`src/rtl/crossy_pkg.sv`:
```
// rtl/crossy_pkg.sv - shared geometry, colours and pixel classes for the lane renderer
package crossy_pkg;

  localparam logic [9:0] H_ACTIVE  = 10'd640;
  localparam logic [9:0] V_ACTIVE  = 10'd480;
  localparam int         LANE_H    = 32;
  localparam int         NUM_LANES = 15;
  localparam logic [9:0] CAR_W     = 10'd48;
  localparam logic [9:0] CAR_GAP   = 10'd320;
  localparam logic [9:0] PLAYER_X  = 10'd304;
  localparam logic [9:0] PLAYER_Y  = 10'd416;
  localparam logic [9:0] PLAYER_S  = 10'd32;
  localparam int         CAR_SPACING = 40;

  typedef struct packed {
    logic [1:0] r;
    logic [1:0] g;
    logic [1:0] b;
  } rgb_t;

  localparam rgb_t COL_BLANK  = 6'b00_00_00;
  localparam rgb_t COL_PLAYER = 6'b11_11_00;
  localparam rgb_t COL_CAR    = 6'b11_00_00;
  localparam rgb_t COL_ROAD   = 6'b01_01_01;
  localparam rgb_t COL_GRASS  = 6'b00_10_00;

  typedef enum logic [2:0] {
    CLS_BLANK,
    CLS_PLAYER,
    CLS_CAR,
    CLS_ROAD,
    CLS_GRASS
  } pix_cls_t;

endpackage

```
`src/rtl/lane_car_ctr.sv`:
```
// rtl/lane_car_ctr.sv - per-lane car position, advanced once per frame tick with wrap
module lane_car_ctr
  import crossy_pkg::*;
#(
  parameter int LANE_IDX = 0,
  parameter int RESET_X  = 0
) (
  input  logic       clk,
  input  logic       reset,
  input  logic       i_tick,
  input  logic [1:0] i_level,
  output logic [9:0] o_car_x
);

  localparam logic       IS_ROAD  = (LANE_IDX % 3) != 0;
  localparam logic       MOVE_UP  = (LANE_IDX % 2) == 1;
  localparam logic [3:0] BASE_SPD = 4'(1 + (LANE_IDX % 4));

  logic [9:0]  r_car_x;
  logic [3:0]  w_spd;
  logic [10:0] w_sum;
  logic [10:0] w_sum_wrap;
  logic [9:0]  w_next;

  always_comb begin
    w_spd      = BASE_SPD + {2'b00, i_level};
    w_sum      = {1'b0, r_car_x} + {7'd0, w_spd};
    w_sum_wrap = w_sum - {1'b0, H_ACTIVE};
    w_next     = r_car_x;
    if (MOVE_UP) begin
      w_next = (w_sum >= {1'b0, H_ACTIVE}) ? w_sum_wrap[9:0] : w_sum[9:0];
    end else begin
      // Left-moving: borrow a full line width before subtracting so x stays in 0..639.
      w_next = (r_car_x < {6'd0, w_spd}) ? (r_car_x + H_ACTIVE - {6'd0, w_spd})
                                         : (r_car_x - {6'd0, w_spd});
    end
  end

  always_ff @(posedge clk) begin
    if (reset) begin
      r_car_x <= 10'(RESET_X);
    end else if (i_tick && IS_ROAD) begin
      r_car_x <= w_next;
    end
  end

  assign o_car_x = r_car_x;

endmodule

```
`src/rtl/lane_render.sv`:
```
// rtl/lane_render.sv - scrolling lane/car/player renderer with per-frame collision pulse
module lane_render
  import crossy_pkg::*;
(
  input  logic       clk,
  input  logic       reset,
  input  logic [9:0] hpos,
  input  logic [9:0] vpos,
  input  logic       display_on,
  input  logic [9:0] y_pos,
  input  logic [7:0] score,
  output logic [1:0] r,
  output logic [1:0] g,
  output logic [1:0] b,
  output logic       collision
);

  logic [9:0] r_y_lat;
  logic [1:0] r_level;
  logic       r_hit_acc;
  logic       r_collision;
  rgb_t       r_rgb;

  logic       w_tick;
  logic [9:0] w_car_x [NUM_LANES];
  logic [9:0] w_wy;
  logic [4:0] w_lane;
  logic [4:0] w_row;
  logic       w_in_v;
  logic       w_road;
  logic [9:0] w_car_sel;
  logic [9:0] w_d;
  logic [9:0] w_d2;
  logic       w_car;
  logic       w_player;
  logic [7:0] w_lvl_full;
  logic [1:0] w_level_next;
  pix_cls_t   w_cls;
  rgb_t       w_rgb;

  assign w_tick = (hpos == 10'd0) && (vpos == V_ACTIVE);

  for (genvar i = 0; i < NUM_LANES; i++) begin : g_lane
    lane_car_ctr #(
      .LANE_IDX (i),
      .RESET_X  (i * CAR_SPACING)
    ) u_ctr (
      .clk     (clk),
      .reset   (reset),
      .i_tick  (w_tick),
      .i_level (r_level),
      .o_car_x (w_car_x[i])
    );
  end

  always_comb begin
    w_in_v    = vpos < V_ACTIVE;
    w_wy      = (vpos >= r_y_lat) ? (vpos - r_y_lat) : (vpos + V_ACTIVE - r_y_lat);
    w_lane    = w_wy[9:5];
    w_row     = w_wy[4:0];
    w_road    = w_in_v && (w_lane < 5'd15) && ((w_lane % 5'd3) != 5'd0);
    w_car_sel = (w_lane < 5'd15) ? w_car_x[w_lane[3:0]] : 10'd0;
    // Distance from the lane's first car, folded so both cars of the lane share one compare.
    w_d       = (hpos >= w_car_sel) ? (hpos - w_car_sel) : (hpos + H_ACTIVE - w_car_sel);
    w_d2      = (w_d >= CAR_GAP) ? (w_d - CAR_GAP) : w_d;
    w_car     = w_road && (w_row >= 5'd4) && (w_row <= 5'd27) && (w_d2 < CAR_W);
    w_player  = (hpos >= PLAYER_X) && (hpos < PLAYER_X + PLAYER_S) &&
                (vpos >= PLAYER_Y) && (vpos < PLAYER_Y + PLAYER_S);
  end

  always_comb begin
    w_cls = CLS_BLANK;
    if (!display_on)   w_cls = CLS_BLANK;
    else if (w_player) w_cls = CLS_PLAYER;
    else if (w_car)    w_cls = CLS_CAR;
    else if (w_road)   w_cls = CLS_ROAD;
    else               w_cls = CLS_GRASS;

    w_rgb = COL_BLANK;
    case (w_cls)
      CLS_PLAYER: w_rgb = COL_PLAYER;
      CLS_CAR:    w_rgb = COL_CAR;
      CLS_ROAD:   w_rgb = COL_ROAD;
      CLS_GRASS:  w_rgb = COL_GRASS;
      default:    w_rgb = COL_BLANK;
    endcase
  end

  always_comb begin
    w_lvl_full   = score >> 3;
    w_level_next = (w_lvl_full >= 8'd3) ? 2'd3 : w_lvl_full[1:0];
  end

  always_ff @(posedge clk) begin
    if (reset) begin
      r_y_lat     <= '0;
      r_level     <= '0;
      r_hit_acc   <= 1'b0;
      r_collision <= 1'b0;
      r_rgb       <= COL_BLANK;
    end else begin
      r_rgb <= w_rgb;
      if (w_tick) begin
        r_y_lat     <= (y_pos >= V_ACTIVE) ? 10'd0 : y_pos;
        r_level     <= w_level_next;
        r_collision <= r_hit_acc;
        r_hit_acc   <= 1'b0;
      end else begin
        r_collision <= 1'b0;
        r_hit_acc   <= r_hit_acc | (display_on & w_player & w_car);
      end
    end
  end

  assign r         = r_rgb.r;
  assign g         = r_rgb.g;
  assign b         = r_rgb.b;
  assign collision = r_collision;

endmodule

```
`config.mk`:
```
export PLATFORM = sky130hd
export DESIGN_NAME = lane_render
export DESIGN_NICKNAME = d
export VERILOG_FILES = /design/src/rtl/crossy_pkg.sv /design/src/rtl/lane_car_ctr.sv /design/src/rtl/lane_render.sv
export SDC_FILE = /design/constraint.sdc
export NUM_CORES = 1
export LEC_CHECK = 0
export BUFFER_PORTS_ARGS = -buffer_cell sky130_fd_sc_hd__buf_4
export CORE_ASPECT_RATIO = 1.75
export CORE_UTILIZATION = 56
export DETAILED_ROUTE_END_ITERATION = 6
export PLACE_DENSITY_LB_ADDON = 0.25
export SKIP_CTS_REPAIR_TIMING = 1
export SYNTH_ARGS = -nofsm -noshare
export SYNTH_HDL_FRONTEND = slang
export SYNTH_SLANG_ARGS = --single-unit
```
`constraint.sdc`:
```
create_clock -name clk -period 19.45 [get_ports clk]
set_clock_uncertainty 0.1 [all_clocks]
set_input_delay 2.9175 -clock clk [delete_from_list [all_inputs] [get_ports clk]]
set_output_delay 2.9175 -clock clk [all_outputs]
set_load 0.05 [all_outputs]
```
# Word-level counts from Yosys, hierarchy flattened
# Index checks and enable logic that the tools add are counted.
[totals]
output_inout_bits = 7
register_bits = 120
inputBits = 41
[op_classes]
n_div = 1
n_reduce_logical = 13
addsub = 36
eq_ne = 5
n_bitwise = 5
n_lt_le_gt_ge = 25
n_mux = 24
[ops]
columns = ["cell", "n"]
rows = [
  ["$mux W10", 17],
  ["$sub A10 B4 Y10", 10],
  ["$add A10 B10 Y10 const B", 6],
  ["$ge A11 B10 Y1 const B", 5],
  ["$lt A10 B4 Y1", 5],
  ["$sub A10 B10 Y10 const B", 5],
  ["$bmux W10 S4", 1],
  ["$ge A10 B9 Y1 const B", 4],
  ["$sub A10 B10 Y10", 4],
  ["$add A10 B3 Y11", 3],
  ["$lt A10 B9 Y1 const B", 3],
  ["$pmux W6 S4", 1],
  ["$add A10 B4 Y11", 2],
  ["$ge A10 B10 Y1", 2],
  ["$mux W3", 4],
  ["$add A10 B9 Y10 const B", 1],
  ["$eq A10 B9 Y1 const B", 1],
  ["$logic_not A10 Y1", 1],
  ["$lt A10 B6 Y1 const B", 1],
  ["$sub A10 B9 Y10 const B", 1],
  ["$logic_and A1 B1 Y1", 9],
  ["$add A2 B2 Y3 const A", 2],
  ["$eq A3 B2 Y1 const B", 2],
  ["$ge A5 B2 Y1 const B", 1],
  ["other kinds (16)", 18],
]

# Longest topological paths before layout
[logic_depth]
depth_word = 19
depth_mapped = 35
depth_no_buf = 34

# Hierarchy
# From an unflattened synthesis, not the netlist that was laid out.
[unflattened]
cells_unflattened = 1814
area_unflattened_um2 = 14815.5
[by_module_without_submodules]
columns = ["mod", "instances", "area_each_um2", "cells_per_inst"]
rows = [
  ["lane_render", 1, 4832.1, 599],
  ["lane_car_ctr (g_lane[4].u_ctr)", 1, 1152.4, 138],
  ["lane_car_ctr (g_lane[10].u_ctr)", 1, 1137.3, 141],
  ["lane_car_ctr (g_lane[2].u_ctr)", 1, 1134.8, 145],
  ["lane_car_ctr (g_lane[14].u_ctr)", 1, 1132.3, 143],
  ["lane_car_ctr (g_lane[8].u_ctr)", 1, 1117.3, 142],
  ["lane_car_ctr (g_lane[1].u_ctr)", 1, 883.3, 108],
  ["lane_car_ctr (g_lane[5].u_ctr)", 1, 853.3, 97],
  ["lane_car_ctr (g_lane[7].u_ctr)", 1, 747.0, 81],
  ["lane_car_ctr (g_lane[13].u_ctr)", 1, 744.5, 83],
  ["lane_car_ctr (g_lane[11].u_ctr)", 1, 671.9, 78],
  ["lane_car_ctr (g_lane[12].u_ctr ...)", 4, 82.6, 12],
  ["lane_car_ctr (g_lane[0].u_ctr)", 1, 78.8, 11],
]

# Worst setup path after synthesis
# No wires, ideal clock.
[synth_timing]
kind = "input-to-reg"
startpoint = "in vpos[2]"
endpoint = "reg r_hit_acc"
path_buffers = 3
path_slack_ns = 9.839
stages = 31
arrival_ns = 9.437
required_time_ns = 19.276
cell_sequence = "ha_1 inv_1 fa_1 nor2b_1 a211oi_1 or3_4 buf_6 nor2_1 a31oi_1 inv_1 clkbuf_1 buf_1 a21oi_1 a211oi_1 nor3_1 o21bai_1 ha_1 ha_1 fa_1 a21oi_1 o21bai_1 a21o_1 a2111oi_0 nor2_1 xnor2_1 o311a_1 a2111oi_0 o21ai_0 or4_1 o2bb2a_1 o21ai_0"
[synth_between]
elab_chain_cells = 16
elab_cells_between_ends = 39
[synth_lines]
columns = ["element", "line", "text"]
rows = [
  ["from (decl)", "lane_render.sv:8", "input logic [9:0] vpos,"],
  ["branches (longest 16 deep; another with $add A10 B9 Y10)", "--", ""],
  ["to (signal assigned)", "lane_render.sv:110", "r_hit_acc <= r_hit_acc | (display_on & w_player & w_car);"],
  ["to (decl)", "lane_render.sv:20", "logic r_hit_acc;"],
]
# Parallel ways; which one is timed is not known. The select of a mux whose other input is x is not followed.
# A chain may end at the register's enable or synchronous reset.

# Final worst setup path
[layout_timing]
startpoint = "in vpos[6]"
endpoint = "reg r_hit_acc"
# Same word-level chain as after synthesis.

==> results.md <==
* Slew headroom at 25.22%
* Via/cell ratio at 6.148
* Sequential element share of the synthesized area at 19.46%
* Final period utilization at 56.57%
* DR WL/cell at 18.08 µm
* Post-Syn Nets at 1835
* RSZ-0062 raised after global routing: false
* Fmax at 90.89 MHz
* Largest net degree at the start of global routing at 80
* CP dominant cell by count: ha_1
* VDD IR max at 64.28 µV
* Largest family of logic cells by synthesized area: compound AO/OA/AOI/OAI gates
* Routed WL at 34670 µm
* Worst flop-to-flop path startpoint: r_y_lat[2]$_SDFFE_PP0P_
* Synth area leader: dfxtp_1
* Yosys reg bits at 119
* Critical Path Max Stage Delay at 710 ps
* Initial DRT Pass Iterations at 7
* Total Routing Usage GR at 32.20%
* Critical path peak fanout at 35
* Syn Area/Cell at 7.593 µm²
* Yosys cell types at 93
* Die Span Y at 197.6 µm
* Critical Path Source Type: input port
* Worst slack on hold paths at 360.2 ps
* GRT Residual Overflow at 0
* Sink Count at 119
* Vias at 11791
* Slew Viols, Final at 0
* Synth area leaders: dfxtp_1, ha_1, fa_1
* Sw Share at 34.80%
* Synthesized instance count at 1612
* Post-synth top cells: nor2_1, ha_1, a21oi_1
* Syn Std Cell Area at 0.01224 mm²
* Fin crit period at 11000 ps
* Min-Delay Path Class: flip-flop to flip-flop
* Layout area overhead at 8.954%
* Post-synthesis mux area share at 1.002%
* Cell with the most instances after synthesis: nor2_1
* Placer Congestion at 0.8960
* Critical path startpoint: vpos[6]
* Synth Area in Adders at 20.75%
* Initial antenna violation count at 0
* Critical path capture point type: flip-flop
* Post-Place Cell Area at 0.01272 mm²
* Share of power burned in registers at 29.3%
* CTS tree: yes
* Static leakage at 5.326 nW
* IO buf count at 43
* Final setup viols at 0
* Pwr Density at 62.70 mW/mm²
* HPWL after detailed placement at 25640 µm
* Site row count at 71
* Reg-to-reg endpoint: r_hit_acc$_SDFF_PP0_
* Die area at 0.02248 mm²
* Share of cells above drive strength 1 at 7.196%
* Post-synth EDFFs at 0
* Worst endpoint required time at 19720 ps
* Maxcap violations at 0
* Synth Area in XOR/XNOR at 6.726%
* Crit path kind: input port to flip-flop
* Compound-Gate Fraction of Synth Area at 23.60%
* CTS Buf Count at 17
* Global-route wire length before repair at 56210 µm
* FF-to-FF path depth at 28
* Area fraction of the dominant cell type after synthesis at 19.46%
* Die Wd at 113.8 µm
* Nets at 1836
* Clock-pin slew on the worst setup and hold paths at 60 ps
* Worst-margin pin slew at 1113 ps
* # fillers at 1988
* Async S/R FF share, synth at 0%
* # IOs at 48
* Clock Latency Late Sink at 450 ps
* Combinational power share at 30.3%
* Core Footprint at 0.02150 mm²
* Vias in the first global route at 11679
* Residual DRC at 0
* DRT iter0 DRCs at 621
* Htree depth at 4
* Final instance area at 0.01334 mm²
* Post-DRT Antenna Nets at 0
* Dominant synthesized flop cell: dfxtp_1
* Setup TNS at 0 ps
* Status: completed
* Power Internal at 0.5452 mW
* Data arrival, critical path at 11280 ps
* N_diodes at 0
* Clock power share at 40.4%
* Initial Util at 56.94%
* Worst setup endpoint: r_hit_acc$_SDFF_PP0_
* Longest Clk Path Bufs at 2
* Root Driver: clkbuf_16
* CP max stage cell: nor4_1
* Switch Pwr at 0.2910 mW
* Final hold vios at 0
* Ys Warns at 0
* Reg2Reg Setup Slack at 10710 ps
* Synth Area in Simple Gates at 21.94%
==> worst min-delay path by stage <==
| stage | depth (start not counted) | startpoint | slack (ps) | endpoint |
|---|---|---|---|---|
| finish | 2 | r_y_lat[9]$_SDFFE_PP0P_ | 360 | r_y_lat[9]$_SDFFE_PP0P_ |
| global route | 2 | r_y_lat[9]$_SDFFE_PP0P_ | 390 | r_y_lat[9]$_SDFFE_PP0P_ |
| CTS | 2 | r_y_lat[9]$_SDFFE_PP0P_ | 370 | r_y_lat[9]$_SDFFE_PP0P_ |
| detailed placement | 2 | r_y_lat[9]$_SDFFE_PP0P_ | 360 | r_y_lat[9]$_SDFFE_PP0P_ |
| global placement | 2 | r_y_lat[9]$_SDFFE_PP0P_ | 360 | r_y_lat[9]$_SDFFE_PP0P_ |
| floorplan | 2 | r_y_lat[9]$_SDFFE_PP0P_ | 330 | r_y_lat[9]$_SDFFE_PP0P_ |
==> kinds of logic after synthesis <==
kind of cell,after synthesis
fa+ha+maj,182
buf+inv,206
mux,11
flops,119
xor+xnor,94
simple gates,561
other cells,1
compound gates,438
==> metal layers <==
| layer | GRT usage [%] | wire length [µm] | vias up |
|---|---|---|---|
| met1 | 30.86 | 12320 | 5635 |
| met3 | 6.045 | 1457 | 132 |
| met4 | 23.49 | 2444 | 0 |
| met5 | 0 | 0 | - |
| met2 | 60.23 | 18440 | 320 |
| li1 | - | - | 5704 |
==> critical path: cells and delay by family <==
kind                       cells  cell delay, ps
AOI/OAI and AO/OA             12            2790
xor gates and xnor gates       1             170
and+or+nand+nor                8            2430
buffers and inverters          6            1150
adders and majority gates      5            1770
==> per-stage QoR <==
stage / util [%] / cells / setup WS [ps] / power [mW]
floorplan: - / 1612 / 9839 / 0.4323
finish: 62.04 / 1918 / 8448 / 0.8362
global route: 62.04 / 1918 / 7713 / 0.8734
detailed placement: 59.18 / 1886 / 8231 / 0.4976
CTS: 62.04 / 1918 / 8597 / 0.8362
global placement: 59.18 / 1886 / 8251 / 0.4920
==> placed cells by master (no fill, tap or decap), types with 5 or more instances in the layout <==
master     synthesis  layout
nor4_1             8       8
a22oi_1           13      13
xor2_1            42      42
a22o_1            10      10
or3_1             12      12
o31ai_1            5       5
mux2i_1           10      10
o21bai_1          11      11
nand2b_1          29      29
clkbuf_16          0      17
xnor2_1           52      52
ha_1             147     147
a21o_1            14      14
nor3_1            52      52
o21ai_0           85      85
o22ai_1            9       9
o41ai_1            5       5
nor3b_1            7       7
a211o_1            8       8
a211oi_1          29      29
nand3_1           51      51
nor2b_1           15      15
nor2_1           180     179
inv_1            134     134
a21oi_1          136     135
o311ai_0           8       8
and2_1             6       6
nand3b_1          10      10
nand2_1          132     132
a221oi_1          18      18
and3_1            10      10
o221ai_1           8       8
buf_4              2      52
a31oi_1           16      16
o211ai_1          11      11
nand4_1           21      21
o21a_1             5       5
dfxtp_1          119     119
fa_1              35      35
or2_2             10      10
==> power by group through the flow <==
stage | clock network [mW] | logic, mW | registers, mW
2_1_floorplan | 0 | 0.177 | 0.255
3_3_place_gp | 0 | 0.241 | 0.251
3_5_place_dp | 0 | 0.247 | 0.251
4_1_cts | 0.342 | 0.248 | 0.245
5_1_grt | 0.352 | 0.277 | 0.245
6_report | 0.338 | 0.253 | 0.245
==> sequential cells by signal, indices dropped and copies added, names as in the netlist <==
signal	flops
g_lane.u_ctr.o_car_x	100
r_y_lat	10
g	2
r	2
r_level	2
b	1
collision	1
r_hit_acc	1
==> area by class of cell <==
class | instances | area [µm²] | area share [%]
multi-input cells | 1287 | 9075 | 68.05
flip-flops and latches | 119 | 2382 | 17.86
inverters | 136 | 510.5 | 3.828
clock buffers | 18 | 439.2 | 3.293
repair buffers | 52 | 390.4 | 2.927
well taps | 292 | 365.4 | 2.739
clock inverters | 14 | 173.9 | 1.304
No activity file was read; power rests on OpenSTA's default activity.
